File: src/rtl/alu_exec_stage.sv
// ALU execute stage with a 2-entry skid buffer on the result path.
// Results are computed at accept time and held in order until consumed.
module alu_exec_stage #(
  parameter int WIDTH = 32
) (
  input  logic             clk,
  input  logic             reset,
  input  logic             in_valid,
  output logic             in_ready,
  input  logic [2:0]       alucontrol,
  input  logic [WIDTH-1:0] srca,
  input  logic [WIDTH-1:0] srcb,
  output logic             out_valid,
  input  logic             out_ready,
  output logic [WIDTH-1:0] aluresult,
  output logic             zero,
  output logic             overflow,
  output logic             illegal
);

  localparam int EW = WIDTH + 3;

  localparam logic [1:0] S_EMPTY = 2'd0;
  localparam logic [1:0] S_ONE   = 2'd1;
  localparam logic [1:0] S_FULL  = 2'd2;

  localparam logic [2:0] OP_AND = 3'b000;
  localparam logic [2:0] OP_OR  = 3'b001;
  localparam logic [2:0] OP_ADD = 3'b010;
  localparam logic [2:0] OP_SUB = 3'b110;
  localparam logic [2:0] OP_SLT = 3'b111;

  logic [WIDTH-1:0] w_sum;
  logic [WIDTH-1:0] w_diff;
  logic             w_add_ovf;
  logic             w_sub_ovf;
  logic [WIDTH-1:0] w_res;
  logic             w_ovf;
  logic             w_ill;
  logic             w_zero;
  logic [EW-1:0]    w_entry;
  logic             w_push;
  logic             w_pop;

  logic [1:0]       r_count;
  logic [EW-1:0]    r_e0;
  logic [EW-1:0]    r_e1;

  assign w_sum  = srca + srcb;
  assign w_diff = srca - srcb;

  assign w_add_ovf = (srca[WIDTH-1] == srcb[WIDTH-1]) &&
                     (w_sum[WIDTH-1] != srca[WIDTH-1]);
  assign w_sub_ovf = (srca[WIDTH-1] != srcb[WIDTH-1]) &&
                     (w_diff[WIDTH-1] != srca[WIDTH-1]);

  always_comb begin
    w_res = '0;
    w_ovf = 1'b0;
    w_ill = 1'b0;
    case (alucontrol)
      OP_AND: w_res = srca & srcb;
      OP_OR:  w_res = srca | srcb;
      OP_ADD: begin
        w_res = w_sum;
        w_ovf = w_add_ovf;
      end
      OP_SUB: begin
        w_res = w_diff;
        w_ovf = w_sub_ovf;
      end
      // sign XOR overflow keeps the compare correct when A-B wraps
      OP_SLT: w_res = {{(WIDTH-1){1'b0}}, w_diff[WIDTH-1] ^ w_sub_ovf};
      default: w_ill = 1'b1;
    endcase
  end

  assign w_zero  = (w_res == '0);
  assign w_entry = {w_ill, w_ovf, w_zero, w_res};

  assign in_ready  = (r_count != S_FULL);
  assign out_valid = (r_count != S_EMPTY);

  assign w_push = in_valid && in_ready;
  assign w_pop  = out_valid && out_ready;

  always_ff @(posedge clk) begin
    if (reset) begin
      r_count <= S_EMPTY;
      r_e0    <= '0;
      r_e1    <= '0;
    end else begin
      case (r_count)
        S_EMPTY: begin
          if (w_push) begin
            r_e0    <= w_entry;
            r_count <= S_ONE;
          end
        end
        S_ONE: begin
          case ({w_push, w_pop})
            2'b10: begin
              r_e1    <= w_entry;
              r_count <= S_FULL;
            end
            2'b01: begin
              r_e0    <= '0;
              r_count <= S_EMPTY;
            end
            2'b11: r_e0 <= w_entry;
            default: ;
          endcase
        end
        S_FULL: begin
          if (w_pop) begin
            r_e0    <= r_e1;
            r_e1    <= '0;
            r_count <= S_ONE;
          end
        end
        default: r_count <= S_EMPTY;
      endcase
    end
  end

  assign {illegal, overflow, zero, aluresult} = out_valid ? r_e0 : '0;

endmodule

File: config.mk
export PLATFORM = sky130hd
export DESIGN_NAME = alu_exec_stage
export DESIGN_NICKNAME = d
export VERILOG_FILES = /design/src/rtl/alu_exec_stage.sv
export SDC_FILE = /design/constraint.sdc
export NUM_CORES = 1
export LEC_CHECK = 0
export ABC_AREA = 1
export BUFFER_PORTS_ARGS = -buffer_cell sky130_fd_sc_hd__buf_2
export CORE_MARGIN = 4
export CORE_UTILIZATION = 45
export CTS_CLUSTER_SIZE = 25
export DETAILED_ROUTE_END_ITERATION = 8
export SYNTH_ARGS = -nofsm -noshare
export SYNTH_HDL_FRONTEND = slang
export SYNTH_SLANG_ARGS = --single-unit
File: constraint.sdc
create_clock -name clk -period 3.9 [get_ports clk]
set_clock_uncertainty 0.05 [all_clocks]
set_input_delay 0.195 -clock clk [delete_from_list [all_inputs] [get_ports clk]]
set_output_delay 0.195 -clock clk [all_outputs]
set_load 0.01 [all_outputs]
=== Word level (Yosys, flattened, before mapping) ===
Index checks and enable logic that the tools add are counted.

* Flip-flop bits (word level): 72
* Input port bits: 71
* Output and inout port bits: 37
* Word-level logic and storage cells: 56

* $add $sub $neg: 2
* Equal/unequal tests: 19
* Multiplexer cells: 15
* Bitwise gates (word level): 3
* Reductions and logical operators: 14

{| class="wikitable"
|+ Operator list
! kind !! count
|-
| $mux W35 || 5
|-
| $pmux W32 S5 || 1
|-
| $pmux W35 S2 || 2
|-
| $pmux W35 S3 || 1
|-
| $add A32 B32 Y32 || 1
|-
| $and A32 B32 Y32 || 1
|-
| $logic_not A32 Y1 || 1
|-
| $or A32 B32 Y32 || 1
|-
| $sub A32 B32 Y32 || 1
|-
| $ne A2 B2 Y1 const B || 4
|-
| $eq A2 B2 Y1 const B || 3
|-
| $eq A3 B3 Y1 const B || 2
|-
| $pmux W2 S3 || 1
|-
| $reduce_and A3 Y1 || 2
|-
| $reduce_or A5 Y1 || 1
|-
| $eq A2 B1 Y1 const B || 2
|-
| $logic_and A1 B1 Y1 || 4
|-
| $mux W2 || 2
|-
| $pmux W2 S2 || 1
|-
| $reduce_and A4 Y1 || 1
|-
| $reduce_bool A2 Y1 || 2
|-
| $eq A3 B1 Y1 const B || 1
|-
| $eq A3 B2 Y1 const B || 1
|-
| $logic_not A3 Y1 || 1
|-
| other kinds (9) || 11
|}

=== Depth between registers and ports, before layout ===
* Depth after elaboration: 8
* Mapped depth: 27
* Mapped depth without buffers: 26

=== Worst setup path after synthesis ===
Ideal clock, no wire load.

* Path kind: input -> register
* Start: input port srca[11]
* End: register r_e1[32]
* Setup time: 67 ps
* Arrival: 2873 ps
* Data required time: 3783 ps
* Setup slack: 910 ps
* Stages on the path: 25
* Path buffers: 1
* Cells stage by stage: inv_1 > ha_1 > buf_6 > nor2_1 > nand2_1 > nor2_2 > nand2_1 > nand3_2 > nand2_1 > nand2_1 > nand2_1 > nand2_1 > a21oi_1 > fa_1 > nand3_1 > nand4_1 > nor3_1 > nand3_1 > nor2_1 > nand3_1 > nor2_1 > nand2_1 > nor2_1 > nand3_1 > a21oi_2

* Longest elaborated chain between the ends: 8
* Elaborated cells between the ends (all ways): 11
* Classes of those cells: add/sub (2); eq/ne (1); mux (3); bitwise (3); reduce/logical (2)

{| class="wikitable"
|+ Ends and longest elaborated chain
! item !! RTL line !! text
|-
| start, declared || 11 || <nowiki>input logic [WIDTH-1:0] srca,</nowiki>
|-
| $sub A32 B32 Y32 || 50 || <nowiki>assign w_diff = srca - srcb;</nowiki>
|-
| $ne A1 B1 Y1 || 55 || <nowiki>(w_diff[WIDTH-1] != srca[WIDTH-1]);</nowiki>
|-
| $logic_and A1 B1 Y1 || 54 || <nowiki>assign w_sub_ovf = (srca[WIDTH-1] != srcb[WIDTH-1]) &&</nowiki>
|-
| $xor A1 B1 Y1 || 73 || <nowiki>OP_SLT: w_res = {{(WIDTH-1){1'b0}}, w_diff[WIDTH-1] ^ w_sub_ovf};</nowiki>
|-
| $pmux W32 S5 (*) || 61 || <nowiki>case (alucontrol)</nowiki>
|-
| $logic_not A32 Y1 (*) || 78 || <nowiki>assign w_zero = (w_res == '0);</nowiki>
|-
| $mux W35 (*) || 101 || <nowiki>case ({w_push, w_pop})</nowiki>
|-
| $pmux W35 S2 (*) || 93 || <nowiki>case (r_count)</nowiki>
|-
| end signal, assigned || 103 || <nowiki>r_e1 <= w_entry;</nowiki>
|-
| end, declared || 47 || <nowiki>logic [EW-1:0] r_e1;</nowiki>
|}

Every way passes the cells marked *; elsewhere a longest branch is shown, timed or not. The select of a mux whose other input is x is not followed.
A chain may end at the register's enable or synchronous reset.

=== Worst setup path in the final report ===
* Start: input port srca[12]
* End: register r_e1[32]

The elaborated chain is that of the path after synthesis.

==> flow_summary.json <==
{
  "power.total_w": 0.003937,
  "worst_path_largest_cell_delay_ns": 0.39,
  "syn_inst": 1704,
  "routed-wl-met2_um": 15690,
  "dieArea_um2": 23840,
  "reg2reg_from": "r_count[0]",
  "power.leakage_nw": 5.895,
  "crit_top_cell": "nand2_1",
  "dr.pass1.iters": 5,
  "hp-start": "reset",
  "cts_hold_buf": 0,
  "hold_viol_final": 0,
  "post_cts_buffers": 0,
  "synth-edff-count": 0,
  "cts_root_buf": "clkbuf_16",
  "crit_fanout": 6,
  "syn_nets": 1877,
  "wl_per_cell_um": 16.36,
  "cts_tree": "yes",
  "fp-row-count": 53,
  "crit_path_start": "srca[12]",
  "dp_hpwl_um": 28100,
  "synth_common_cells": "nand2_1 (505), inv_1 (332), nor2_1 (145)",
  "wl_met3_um": 1977,
  "clk_pin_slew_ns": 0.06,
  "tightestPinTransition_ns": 1.106,
  "first_global_vias": 10120,
  "async_flop_share_pct": 0,
  "drive_gt1_share_pct": 13.21,
  "synth_flop_cell": "dfxtp_1",
  "ioPinCount": 108,
  "synth_top_area_cell": "nand2_1",
  "netlist.area_leader.share_pct": 19.65,
  "ys_top_cells_by_area": "nand2_1 (20%), dfxtp_1 (15%), inv_1 (13%)",
  "route.detailed.drc": 0,
  "start_util_pct": 45.88,
  "grt_util_all_layers_pct": 27.98,
  "critPathCaptureType": "flop",
  "yosysMostFrequentCell": "nand2_1",
  "post_synth_num_cell_types": 40,
  "first_iter_violations": 693,
  "min_period_ns": 3.414,
  "drtAntennaViolNets": 0,
  "viasPerCell": 5.169,
  "yosys_warnings": 0,
  "antenna_found_initial": 0,
  "clock_latency_ns": 0.33,
  "fin_nets": 1962,
  "core_area_um2": 21020,
  "drt-met1-wl_um": 15280,
  "die_height_um": 154.4,
  "grt-ovfl-total": 0,
  "grt_pass1_wl_um": 53580,
  "yosysSeqAreaShare_pct": 14.94,
  "cp_data_arrival_time_ns": 3.63,
  "syn_area_per_cell_um2": 5.661,
  "ctsHtreeMaxLevel": 3,
  "die_w_um": 154.4,
  "portBuffers": 107,
  "timing.final.crit_share_pct": 87.53,
  "slowest_stage": "fa_1",
  "fillers": 2375,
  "place_congestion": 0.9495,
  "insertedDiodeCount": 0,
  "grt_max_degree": 68,
  "rsz0062_at_grt": "false",
  "cts.sinks": 72,
  "vdd_drop_max_v": 0.0002570,
  "power_density_nw_per_um2": 366.8,
  "setup_viol": 0,
  "fmaxAchievable_mhz": 292.9,
  "finalMaxSlewViolations": 0,
  "cp.required_ns": 4.12,
  "max_slew_margin_pct": 26.19,
  "drv_cap": 0,
  "synthesis.area_um2": 9646,
  "cts_buffer_depth": 2,
  "hold_path_class": "input port to flop",
  "via_count": 10690,
  "path_class": "input port to flop",
  "cts_inserted_buffers": 9,
  "setup-tns-final_ns": 0,
  "wl_um": 33840,
  "synth-seq-cells": 72,
  "syn_to_final_growth_pct": 11.29,
  "maxUsedRoutingLayer": "met4",
  "status": "completed",
  "worstSetupStartpointType": "input port",
  "post_cts_resized": 0
}
==> worst max-delay path: cells and delay by family <==
family / cells / cell delay, ns
AO/OA/AOI/OAI: 2 / 0.22
buffers and inverters: 2 / 0.14
AND/OR/NAND/NOR: 19 / 2.31
adder cells (fa/ha/maj): 2 / 0.75
==> worst paths after layout <==
kind,to,depth (start not counted),slack (ns)
setup / recovery,r_e1[32],25,0.49
hold reg to reg,r_e1[2],2,0.42
hold / removal,r_e1[27],2,0.30
setup reg to reg,r_e0[8],9,1.24
==> cell families after synthesis <==
family / count (synthesis) / synth area share [%]
adder cells (fa/ha/maj): 102 / 13.46
XOR/XNOR: 3 / 0.2725
AND/OR/NAND/NOR: 888 / 39.77
AO/OA/AOI/OAI: 229 / 14.23
buffers and inverters: 410 / 17.32
flip-flops: 72 / 14.94
==> cell usage in the layout (no fill, tap or decap), types with 3 or more instances in the layout <==
cell type	n
nand2_1	505
inv_1	332
nor2_1	144
nand3_1	129
a21oi_1	116
buf_2	107
ha_1	99
dfxtp_1	72
buf_4	34
a221oi_1	33
nor2_2	29
o21ai_0	27
o22ai_1	26
nand4_1	20
nand2_2	14
nand3b_1	14
nor3_1	12
o21bai_1	11
inv_2	10
nand3_2	10
clkbuf_16	9
a21oi_2	7
o21ai_1	3
and2_1	3
nor3_2	3
fa_1	3
==> where the power goes <==
part / switching (W) / internal, W / leakage, nW
Sequential: 0.0000462 / 0.000887 / 0.588
Clock: 0.000335 / 0.000569 / 0.162
Combinational: 0.00143 / 0.000667 / 5.14
==> per-layer routing <==
layer  vias to the layer above  GRT usage (%)
met5                         -              0
met4                         0          7.485
met3                        41          3.078
met2                       311          47.46
met1                      4857          37.78
li1                       5485              -
==> flip-flops by register name (all words and copies together) (netlist names) <==
name / count
r_e0: 35
r_count: 2
r_e1: 35
==> area by class of cell <==
class | instances | area, um2 | share of cell area [%]
multi-input combinational | 1222 | 6543 | 60.95
clock inverter | 7 | 102.6 | 0.9558
tap | 275 | 344.1 | 3.206
inverter | 343 | 1287 | 11.99
sequential | 72 | 1441 | 13.43
clock buffer | 9 | 225.2 | 2.098
timing repair buffer | 141 | 790.8 | 7.367
==> metrics by stage <==
stage	instances	hold WS, ns	worst slack (ns)	util, %	area, um2
after floorplan	1704	0.3913	0.9096	-	9646
after global placement	2053	0.3983	0.2248	49.50	10410
after detailed placement	2053	0.4046	0.1866	49.50	10410
after CTS	2069	0.2745	0.5103	51.06	10730
after global routing	2069	0.3113	0.05837	51.06	10730
final	2069	0.2958	0.4862	51.06	10730
Note: power is estimated with default switching activity, not from simulation.
